===== config.mk =====
export PLATFORM = sky130hd
export DESIGN_NAME = adder_seq_flat
export DESIGN_NICKNAME = d
export VERILOG_FILES = /design/src/rtl/adder_pkg.sv /design/src/rtl/adder_seq_if.sv /design/src/rtl/adder_chunk.sv /design/src/rtl/adder_seq.sv /design/src/flat_wrapper.sv
export SDC_FILE = /design/constraint.sdc
export NUM_CORES = 1
export LEC_CHECK = 0
export CORE_MARGIN = 3
export CORE_UTILIZATION = 46
export DETAILED_ROUTE_END_ITERATION = 8
export PLACE_DENSITY = 0.75
export RECOVER_POWER = 50
export SYNTH_ARGS = -nofsm -noshare
export SYNTH_HDL_FRONTEND = slang
export SYNTH_HIERARCHICAL = 1
export SYNTH_SLANG_ARGS = --single-unit

===== constraint.sdc =====
create_clock -name clk -period 3.7 [get_ports clk]
set_clock_uncertainty 0.15 [all_clocks]
set_input_delay 0.555 -clock clk [delete_from_list [all_inputs] [get_ports clk]]
set_output_delay 0.555 -clock clk [all_outputs]
set_load 0.02 [all_outputs]

===== src/rtl/adder_pkg.sv =====
// Shared types and default sizing for the chunk-serial adder/subtractor.
package adder_pkg;
   typedef enum logic [1:0] {IDLE, RUN, DONE} state_e;

   localparam int DEF_WIDTH = 32;
   localparam int DEF_CHUNK = 8;
endpackage


===== src/rtl/adder_seq_if.sv =====
// Launch/result bundle for adder_seq; the requester drives the master side.
interface adder_seq_if
   import adder_pkg::*;
#(
   parameter int WIDTH = DEF_WIDTH
);
   logic             start;
   logic             sub;
   logic             cin;
   logic [WIDTH-1:0] a;
   logic [WIDTH-1:0] b;
   logic             busy;
   logic             done;
   logic [WIDTH-1:0] sum;
   logic             cout;
   logic             ovf;

   modport master (output start, sub, cin, a, b, input busy, done, sum, cout, ovf);
   modport slave  (input start, sub, cin, a, b, output busy, done, sum, cout, ovf);
endinterface


===== src/rtl/adder_chunk.sv =====
// Combinational CHUNK-bit ripple adder; also exposes the carry into its MSB
// so the caller can form signed overflow on the final chunk.
module adder_chunk #(
   parameter int CHUNK = 8
) (
   input  logic [CHUNK-1:0] a_i,
   input  logic [CHUNK-1:0] b_i,
   input  logic             cin_i,
   output logic [CHUNK-1:0] sum_o,
   output logic             cout_o,
   output logic             cmsb_o
);
   logic [CHUNK:0] c;

   assign c[0] = cin_i;

   for (genvar i = 0; i < CHUNK; i++) begin : g_fa
      assign sum_o[i] = a_i[i] ^ b_i[i] ^ c[i];
      assign c[i+1]   = (a_i[i] & b_i[i]) | (c[i] & (a_i[i] ^ b_i[i]));
   end

   assign cout_o = c[CHUNK];
   assign cmsb_o = c[CHUNK-1];
endmodule


===== src/rtl/adder_seq.sv =====
// Chunk-serial WIDTH-bit add/sub: one CHUNK-bit ripple adder reused for
// NCHUNK cycles, LSB chunk first, with start/busy/done handshake.
module adder_seq
   import adder_pkg::*;
#(
   parameter int WIDTH = DEF_WIDTH,
   parameter int CHUNK = DEF_CHUNK
) (
   input  logic        clk,
   input  logic        rst,
   adder_seq_if.slave  bus
);
   localparam int NCHUNK = WIDTH / CHUNK;
   localparam int IDXW   = (NCHUNK > 1) ? $clog2(NCHUNK) : 1;

   if ((CHUNK < 1) || (WIDTH % CHUNK != 0)) begin : g_bad_cfg
      $error("adder_seq: WIDTH must be a non-zero multiple of CHUNK");
   end

   state_e            state_q, state_d;
   logic [IDXW-1:0]   idx_q, idx_d;
   logic [WIDTH-1:0]  a_q, a_d, b_q, b_d;
   logic              carry_q, carry_d;
   logic [WIDTH-1:0]  sum_q, sum_d;
   logic              cout_q, cout_d, ovf_q, ovf_d;

   logic [CHUNK-1:0]  csum;
   logic              cco, cmsb;
   logic [WIDTH-1:0]  res_shift;

   adder_chunk #(.CHUNK(CHUNK)) u_chunk (
      .a_i    (a_q[CHUNK-1:0]),
      .b_i    (b_q[CHUNK-1:0]),
      .cin_i  (carry_q),
      .sum_o  (csum),
      .cout_o (cco),
      .cmsb_o (cmsb)
   );

   // Partial results build up MSB-first in acc_q so that after the last chunk
   // {csum, acc_q} is the full word in place; sum_q alone is externally visible.
   if (NCHUNK == 1) begin : g_one
      assign res_shift = csum;
   end else begin : g_multi
      logic [WIDTH-CHUNK-1:0] acc_q;
      always_ff @(posedge clk) begin
         if (rst)                  acc_q <= '0;
         else if (state_q == RUN)  acc_q <= res_shift[WIDTH-1:CHUNK];
      end
      assign res_shift = {csum, acc_q};
   end

   always_comb begin
      state_d = state_q;
      idx_d   = idx_q;
      a_d     = a_q;
      b_d     = b_q;
      carry_d = carry_q;
      sum_d   = sum_q;
      cout_d  = cout_q;
      ovf_d   = ovf_q;
      unique case (state_q)
         IDLE, DONE: begin
            if (bus.start) begin
               a_d     = bus.a;
               b_d     = bus.b ^ {WIDTH{bus.sub}};
               carry_d = bus.sub ? 1'b1 : bus.cin;
               idx_d   = '0;
               state_d = RUN;
            end else begin
               state_d = IDLE;
            end
         end
         RUN: begin
            a_d     = a_q >> CHUNK;
            b_d     = b_q >> CHUNK;
            carry_d = cco;
            if (idx_q == IDXW'(NCHUNK - 1)) begin
               sum_d   = res_shift;
               cout_d  = cco;
               ovf_d   = cmsb ^ cco;
               state_d = DONE;
            end else begin
               idx_d = idx_q + IDXW'(1);
            end
         end
         default: state_d = IDLE;
      endcase
   end

   always_ff @(posedge clk) begin
      if (rst) begin
         state_q <= IDLE;
         idx_q   <= '0;
         a_q     <= '0;
         b_q     <= '0;
         carry_q <= 1'b0;
         sum_q   <= '0;
         cout_q  <= 1'b0;
         ovf_q   <= 1'b0;
      end else begin
         state_q <= state_d;
         idx_q   <= idx_d;
         a_q     <= a_d;
         b_q     <= b_d;
         carry_q <= carry_d;
         sum_q   <= sum_d;
         cout_q  <= cout_d;
         ovf_q   <= ovf_d;
      end
   end

   assign bus.busy = (state_q == RUN);
   assign bus.done = (state_q == DONE);
   assign bus.sum  = sum_q;
   assign bus.cout = cout_q;
   assign bus.ovf  = ovf_q;
endmodule

===== src/flat_wrapper.sv =====
// flat-port wrapper written by rule: the top's interface ports become plain ports
module adder_seq_flat import adder_pkg::*;
#(
   parameter int WIDTH = DEF_WIDTH,
   parameter int CHUNK = DEF_CHUNK
)
  (clk, rst, bus_start, bus_sub, bus_cin, bus_a, bus_b, bus_busy, bus_done, bus_sum, bus_cout, bus_ovf);
  adder_seq_if #(.WIDTH(WIDTH)) bus_i ();
  input  logic clk;
  input  logic rst;
  input wire logic [$bits(bus_i.start)-1:0] bus_start;
  input wire logic [$bits(bus_i.sub)-1:0] bus_sub;
  input wire logic [$bits(bus_i.cin)-1:0] bus_cin;
  input wire logic [$bits(bus_i.a)-1:0] bus_a;
  input wire logic [$bits(bus_i.b)-1:0] bus_b;
  output wire logic [$bits(bus_i.busy)-1:0] bus_busy;
  output wire logic [$bits(bus_i.done)-1:0] bus_done;
  output wire logic [$bits(bus_i.sum)-1:0] bus_sum;
  output wire logic [$bits(bus_i.cout)-1:0] bus_cout;
  output wire logic [$bits(bus_i.ovf)-1:0] bus_ovf;
  assign bus_i.start = bus_start;
  assign bus_i.sub = bus_sub;
  assign bus_i.cin = bus_cin;
  assign bus_i.a = bus_a;
  assign bus_i.b = bus_b;
  assign bus_busy = bus_i.busy;
  assign bus_done = bus_i.done;
  assign bus_sum = bus_i.sum;
  assign bus_cout = bus_i.cout;
  assign bus_ovf = bus_i.ovf;
  adder_seq #(.WIDTH(WIDTH), .CHUNK(CHUNK)) u_core (.clk(clk), .rst(rst), .bus(bus_i));
endmodule

* Word level (Yosys, flattened, before mapping)
Cells that the tools add are included.
Word-level totals: register bits after elaboration 127, input bits 69
Operators by class: multiplexer cells 13, reduce and logical (&&, ||, !) cells 6, equal/unequal tests 6, bitwise operators 42, $add $sub $neg 1
Operators with widths (number):
- $pmux 32 s2 | 2
- $mux 32 | 2
- $xor 32x32->32 | 1
- $xor 1x1->1 | 17
- $and 1x1->1 | 16
- $or 1x1->1 | 8
- $pmux 2 s2 | 2
- $mux 2 | 3
- $eq 2x2->1 const B | 2
- $ne 2x2->1 const B | 2
- $reduce_and 2->1 | 2
- $mux 1 | 3
- $reduce_and 3->1 | 1
- $add 2x1->2 const B | 1
- $eq 2x1->1 const B | 1
- $logic_not 2->1 | 1
- $ne 2x1->1 const B | 1
- $pmux 1 s2 | 1
- $reduce_bool 2->1 | 1
- $reduce_or 2->1 | 1

* Longest topological paths before layout
Gate-level depths: netlist (run 1).
word-level depth 18, mapped depth 14, gate-level depth less buffers 14

* Modules after synthesis
Netlist (run 1), hierarchy kept.
By module, submodules not included:
- adder_seq | times used 1, area each 5052.3 um2, seq. area each 2542.4 um2, cells each 604
- adder_chunk | times used 1, area each 197.7 um2, seq. area each 0.0 um2, cells each 18

* Least setup slack after synthesis (run 1)
No wires, ideal clock.
path kind flip-flop to flip-flop, start register u_core.a_q[0], end register u_core.ovf_q, in the netlist u_core/bus.ovf, period minus slack after synthesis 3.692 ns, stages on the path, launching flop included 15, setup time 0.086 ns, path buffers 0, setup slack 0.008 ns, required time 3.464 ns, data arrival time 3.456 ns, path through dfxtp_1 > fa_1 > inv_1 > fa_1 > inv_1 > fa_1 > fa_1 > fa_1 > fa_1 > inv_1 > fa_1 > inv_1 > fa_1 > xnor2_1 > a211oi_1
On the way: cells in the longest elaborated chain, start to end 18, elaborated cells between the ends (all ways) 19, classes of those cells bitwise (19)
RTL lines:
- from (decl) | line adder_seq.sv:22 | logic [WIDTH-1:0] a_q, a_d, b_q, b_d;
- from (signal assigned) | line adder_seq.sv:95 | a_q <= '0;
- from (signal assigned) | line adder_seq.sv:104 | a_q <= a_d;
- $xor 1x1->1 | line adder_chunk.sv:19 | assign c[i+1] = (a_i[i] & b_i[i]) | (c[i] & (a_i[i] ^ b_i[i]));
- $and 1x1->1 | line adder_chunk.sv:19
- $or 1x1->1 * | line adder_chunk.sv:19
- $and 1x1->1 * | line adder_chunk.sv:19
- $or 1x1->1 * | line adder_chunk.sv:19
- $and 1x1->1 * | line adder_chunk.sv:19
- $or 1x1->1 * | line adder_chunk.sv:19
- $and 1x1->1 * | line adder_chunk.sv:19
- [4 not listed]
- $or 1x1->1 * | line adder_chunk.sv:19
- $and 1x1->1 * | line adder_chunk.sv:19
- $or 1x1->1 * | line adder_chunk.sv:19
- via u_core.cmsb | line adder_seq.sv:28 | logic cco, cmsb;
- $and 1x1->1 * | line adder_chunk.sv:19
- $or 1x1->1 * | line adder_chunk.sv:19
- via u_core.cco | line adder_seq.sv:28
- $xor 1x1->1 * | line adder_seq.sv:81 | ovf_d = cmsb ^ cco;
- to (signal assigned) | line adder_seq.sv:109 | ovf_q <= ovf_d;
- to (decl) | line adder_seq.sv:25 | logic cout_q, cout_d, ovf_q, ovf_d;
The timed path passes the listed nets; every way through them passes the cells marked *. A chain may end at the register's enable or synchronous reset.

* Worst setup path after layout (run 1)
start register u_core.a_q[0], end register u_core.sum_q[31], in the netlist u_core/bus.sum[31]
On the way: cells in the longest elaborated chain, start to end 16, elaborated cells between the ends (all ways) 17, classes of those cells bitwise (17)
RTL lines:
- $xor 1x1->1 | line adder_chunk.sv:19
- $and 1x1->1 | line adder_chunk.sv:19
- $or 1x1->1 * | line adder_chunk.sv:19
- $and 1x1->1 * | line adder_chunk.sv:19
- $or 1x1->1 * | line adder_chunk.sv:19
- $and 1x1->1 * | line adder_chunk.sv:19
- $or 1x1->1 * | line adder_chunk.sv:19
- $and 1x1->1 * | line adder_chunk.sv:19
- [2 not listed]
- $or 1x1->1 * | line adder_chunk.sv:19
- $and 1x1->1 * | line adder_chunk.sv:19
- $or 1x1->1 * | line adder_chunk.sv:19
- $and 1x1->1 * | line adder_chunk.sv:19
- $or 1x1->1 * | line adder_chunk.sv:19
- via u_core.cmsb | line adder_seq.sv:28
- $xor 1x1->1 * | line adder_chunk.sv:18 | assign sum_o[i] = a_i[i] ^ b_i[i] ^ c[i];
- via u_core.csum[7] | line adder_seq.sv:27 | logic [CHUNK-1:0] csum;
- to (signal assigned) | line adder_seq.sv:107 | sum_q <= sum_d;
- to (decl) | line adder_seq.sv:24 | logic [WIDTH-1:0] sum_q, sum_d;
Marks and branches as above.

==> qor.csv, run 1 <==
metric,value,unit
wl,12300,um
avgSynthCellArea,8.44,um2
preCtsSetupSlack,-0.179,ns
critPathTopFamily,adder cells,
use_met1,24.6,%
relSlewSlack,-21.1,%
final.setup.tns,0,ns
arrival,3.80,ns
place_inst,814,
h-tree-depth,4,
cts_root_buf,clkbuf_16,
crit_type,register to register,
finalNetCount,771,
fin_cells,846,
synth.distinct_cells,27,
vdd_drop_max,0.339,mV
vias,4558,
worstRegToRegCells,14,
layout_common_cells,"nand2_1, dfxtp_1, a21oi_1",
end_kind,register,
clk_latency,0.40,ns
clkSinkCount,127,
reg2reg_to,u_core/bus.sum[31],
worst-path-buf-inv,4,
status,"complete, but fails checks",
dr.pass1.iters,5,
path_common_cell,fa_2,
ff2ff_setup_slack,0.07,ns
diodes,0,
setup_viol,0,
drv_cap,1,
finalPower,3.41,mW
pin_count,105,
antenna_found_initial,0,
drive_gt1_share,7.93,%
grt_util_met3,4.60,%
required,3.87,ns
gp_congestion,0.778,
cts_tree,done,
core,11000,um2
ys_ff_latch,127,
dieArea,12700,um2
clock_path_buffers,2,
initial_core_util,47.8,%
fp.dieW,113,um
max_freq,0.276,GHz
crit_slowest_cell,fa_2,
drv_slew,94,
seq_area_frac_synth,48.4,%
avgViaCountPerCell,5.39,
path_depth,14,
p_leak,2.50,nW
grt_util_met2,33.1,%
r2r-start,u_core/a_q[0],
synth.cell_area,5250,um2
port_buffers,104,
startpoint_type,register,
yosysWarnings,6,
grt_max_degree,128,
first_iter_violations,347,
die_y,113,um
violations,"capacitance limit, slew limit",
flow.area_growth_from_synthesis,29.9,%
busiest_layer,met2,
rsz0062_at_grt,true,
crit_path_end,u_core/bus.sum[31],
hold_path.class,register to register,
clkTransAtPathRegs,0.05,ns
ant_nets,0,
layout_setup_ws,0.0725,ns
fin_area,6820,um2
track_usage,19.7,%
max_stage_delay,0.53,ns
mostFrequentLayoutCell,nand2_1,
worstMarginPinSlew,1.82,ns
cts_buffers,17,
period_needed,3.63,ns
hold_viol_final,0,
rows,38,
dpl.hpwl,7880,um
post_drt_wl_per_cell,14.6,um
synth_fp_nets,700,
synthCells,622,
cp_cell_sequence,fa_2 -> inv_2 -> fa_1 -> inv_1 -> fa_2 -> fa_2 -> fa_2 -> fa_2 -> inv_2 -> fa_2 -> inv_2 -> fa_2 -> nand2_1 -> a21oi_2,
placed_area,6220,um2
grt_pass1_vias,4385,
overflow,0,
grt_pass1_wl,20500,um
finalCritPeriodShare,98.0,%
remaining_drc_errors,0,
cts_hold_buffers,0,
startpoint,u_core/a_q[0],
p_per_area,500,nW/um2
cp_max_fo,2,
-- per-stage QoR --
step / hold slack, ns / util, %
after floorplan: 0.282 / -
after global placement: 0.291 / 56.6
after detailed placement: 0.294 / 56.6
after CTS: 0.302 / 62.0
after global routing: 0.319 / 62.1
final: 0.300 / 62.1
-- repair_timing --
item,CTS,global route
gates resized for setup,7,7
gates cloned,0,0
buffers inserted,0,0
hold endpoints to repair,0,0
pin swaps,1,2
setup endpoints to repair,5,3
-- power by group --
| group | total (mW) | internal (mW) | leakage, nW | switching, mW |
|---|---|---|---|---|
| clock | 1.59 | 0.988 | 0.272 | 0.601 |
| sequential | 1.47 | 1.43 | 1.03 | 0.0417 |
| combinational | 0.350 | 0.154 | 1.19 | 0.197 |
| total | 3.41 | 2.57 | 2.50 | 0.839 |
-- Yosys cell counts, drive strengths merged --
master    n  area, um2
xor2     32        280
nand2b    2       12.5
nor2      3       11.3
dfxtp   127       2540
ha        1       12.5
o211ai    2       15.0
nand3b    2       15.0
buf      41        240
a22oi    48        360
nor2b     2       12.5
a21oi   123        616
o21ai     1       5.00
a31oi     1       6.26
fa        8        160
nand3    65        325
xnor2     1       8.76
a211oi    1       7.51
o21a      1       7.51
nand2   131        492
inv      11       41.3
clkbuf   17       63.8
or3       1       6.26
and3b     1       8.76
-- cells by family after synthesis --
logic type,after synthesis,synth area share (%)
flip-flops,127,48.4
adder cells (fa/ha/maj),9,3.29
AO/OA/AOI/OAI,177,19.4
XOR/XNOR,33,5.51
AND/OR/NAND/NOR,207,16.8
buffers and inverters,69,6.58
-- worst min-delay path, cell delays in order, from the launching register on --
cell     delay [ns]
dfxtp_1        0.30
nand2_1        0.05
a21oi_1        0.05
-- worst min path at each step --
| stage | start | end | slack, ns | cells past startpoint |
|---|---|---|---|---|
| floorplan | u_core/g_multi.acc_q[0] | u_core/bus.sum[0] | 0.28 | 2 |
| global placement | u_core/g_multi.acc_q[3] | u_core/bus.sum[3] | 0.29 | 2 |
| detailed placement | u_core/g_multi.acc_q[4] | u_core/bus.sum[4] | 0.29 | 2 |
| CTS | u_core/g_multi.acc_q[4] | u_core/bus.sum[4] | 0.30 | 2 |
| global route | u_core/bus.sum[20] | u_core/bus.sum[20] | 0.32 | 2 |
| finish | u_core/bus.sum[20] | u_core/bus.sum[20] | 0.30 | 2 |
-- layout make-up --
| cell class | count | area (um2) |
|---|---|---|
| inverter | 11 | 41.3 |
| clock inverter | 14 | 145 |
| clock buffer | 18 | 429 |
| fill | 968 | 4160 |
| timing repair buffer | 110 | 1070 |
| sequential | 127 | 2540 |
| tap | 140 | 175 |
| multi-input combinational | 426 | 2410 |
-- flip-flops by register name (all words and copies together) (netlist names) --
signal and flops:
u_core/a_q 32, u_core/carry_q 1, u_core/bus.ovf 1, u_core/g_multi.acc_q 24, u_core/bus.sum 32, u_core/idx_q 2, u_core/b_q 32, u_core/bus.cout 1
u_core/state_q 2
-- routing by layer --
layer | up-vias | routed length (um)
met3 | 16 | 793
li1 | 2265 | -
met2 | 159 | 6110
met1 | 2118 | 5200
met4 | 0 | 202
met5 | - | 0
(Power assumes the default switching activity.)
==> inputs of run 2 (changes only) <==
CORE_UTILIZATION = 50   (was 46)
PLACE_DENSITY = 0.78   (was 0.75)
clock period = 3.35 ns   (was 3.7 ns; I/O delays follow)
==> qor.csv, run 2 (synthesis results as in run 1) <==
metric,value,unit
hold_path.class,register to register,
cts_buffers,17,
overflow,0,
mostFrequentLayoutCell,nand2_1,
worstHoldStart,u_core/bus.sum[1],
min_to,u_core/bus.sum[1],
p_clk_share,45.3,%
wl,12700,um
antenna_found_initial,0,
avgViaCountPerCell,5.50,
flow.area_growth_from_synthesis,30.4,%
dieArea,11800,um2
fillers,826,
grt_max_degree,75,
hold_depth,2,
p_sw_share,27.1,%
grt_pass1_wl,20800,um
first_iter_violations,364,
cts_root_buf,clkbuf_8,
h-tree-depth,4,
finalCritPeriodShare,109,%
vias,4637,
arrival,3.93,ns
vdd_drop_max,0.279,mV
max_stage_delay,0.55,ns
diodes,0,
track_usage,22.1,%
end_kind,register,
initial_core_util,52.5,%
dpl.hpwl,8410,um
rsz0062_at_grt,true,
cp_cell_sequence,fa_2 -> inv_2 -> fa_2 -> inv_2 -> fa_2 -> fa_2 -> fa_2 -> fa_2 -> inv_2 -> fa_2 -> inv_2 -> fa_2 -> nand2_2 -> a21oi_2,
remaining_drc_errors,0,
p_per_area,541,nW/um2
clkTransAtPathRegs,0.06,ns
p_leak,2.51,nW
drv_cap,1,
grt_pass1_vias,4396,
final.setup.tns,-1.27,ns
dr.pass1.iters,5,
layout_setup_ws,-0.307,ns
drive_gt1_share,9.30,%
post_drt_wl_per_cell,15.0,um
fp.dieW,108,um
status,"complete, but fails checks",
finalNetCount,775,
worstRegToRegCells,14,
post_cts_buffers,0,
startpoint_type,register,
p_switching,1.01,mW
layout_common_cells,"nand2_1, dfxtp_1, a21oi_1",
crit_type,register to register,
hold_viol_final,0,
die_y,108,um
combPwrFrac,10.8,%
preCtsSetupSlack,-0.252,ns
port_buffers,104,
drv_slew,0,
cts_tree,done,
max_freq,0.273,GHz
cp_max_fo,2,
worstMarginPinSlew,1.50,ns
crit_slowest_cell,fa_2,
pin_count,105,
required,3.63,ns
violations,"capacitance limit, setup timing",
ff2ff_setup_slack,-0.31,ns
ant_nets,0,
clock_path_buffers,2,
cts_hold_buffers,0,
seqPwrFrac,43.9,%
path_common_cell,fa_2,
period_needed,3.66,ns
r2r-start,u_core/a_q[0],
rows,36,
core,10000,um2
p_int,2.70,mW
reg2reg_to,u_core/g_multi.acc_q[23],
clkSinkCount,127,
clk_latency,0.51,ns
relSlewSlack,0.0729,%
gp_congestion,0.813,
setup_viol,6,
## run 2: changes by cell type in the layout (fill, tap and decap cells not counted), sizes merged
cell and delta:
clkbuf -1, bufinv -2, dlygate4sd3 -2, clkinv -6, inv +10, buf +4, clkinvlp -1, clkdlybuf4s50 +2
## run 2: worst max-delay path, delay by kind of cell (launching register included)
family,cells,cell delay [ns]
fa+ha+maj,8,2.67
flops,1,0.33
buf+inv,4,0.21
compound gates,1,0.18
simple gates,1,0.06
## run 2: through the flow
stage	instances	utilization [%]	hold WS, ns	cell area, um2	power [mW]
6_report	843	68.5	0.300	6850	3.71
5_1_grt	843	68.5	0.319	6850	3.85
4_1_cts	843	68.6	0.303	6860	3.74
3_5_place_dp	811	62.9	0.297	6280	2.06
3_3_place_gp	811	62.9	0.292	6280	2.04
2_1_floorplan	622	-	0.282	5270	1.91
## run 2: worst max-delay path by stage
stage | from | end | depth (start not counted)
3_5_place_dp | u_core/a_q[0] | u_core/bus.ovf | 14
2_1_floorplan | u_core/a_q[0] | u_core/bus.ovf | 14
3_3_place_gp | u_core/a_q[0] | u_core/g_multi.acc_q[23] | 14
6_report | u_core/a_q[0] | u_core/g_multi.acc_q[23] | 14
4_1_cts | u_core/a_q[0] | u_core/g_multi.acc_q[23] | 14
5_1_grt | u_core/a_q[0] | u_core/g_multi.acc_q[23] | 14
## run 2: routing by layer
| layer | vias to the layer above | GRT usage (%) | wire, um |
|---|---|---|---|
| met5 | - | 0 | 0 |
| met4 | 0 | 6.22 | 178 |
| met3 | 16 | 4.84 | 719 |
| met2 | 163 | 37.0 | 6440 |
| met1 | 2171 | 28.8 | 5310 |
| li1 | 2287 | - | - |
## run 2: what timing repair did
item / CTS / global route
endpoints found under the hold margin: 0 / 0
resized for setup: 7 / 2
pin swaps: 4 / 2
setup endpoints to repair: 5 / 7
## run 2: area by class of cell
type	count	area (um2)	area share, %
Clock buffer	17	414	6.05
Timing Repair Buffer	114	1120	16.3
Inverter	11	41.3	0.603
Sequential cell	127	2540	37.2
Clock inverter	15	140	2.05
Multi-Input combinational cell	426	2420	35.4
Tap cell	133	166	2.43
## run 2: power by group through the flow
stage	registers, mW	clock network [mW]	logic (mW)
2_1_floorplan	1.64	0	0.263
3_3_place_gp	1.66	0	0.386
3_5_place_dp	1.66	0	0.396
4_1_cts	1.63	1.71	0.401
5_1_grt	1.63	1.78	0.441
6_report	1.63	1.68	0.401
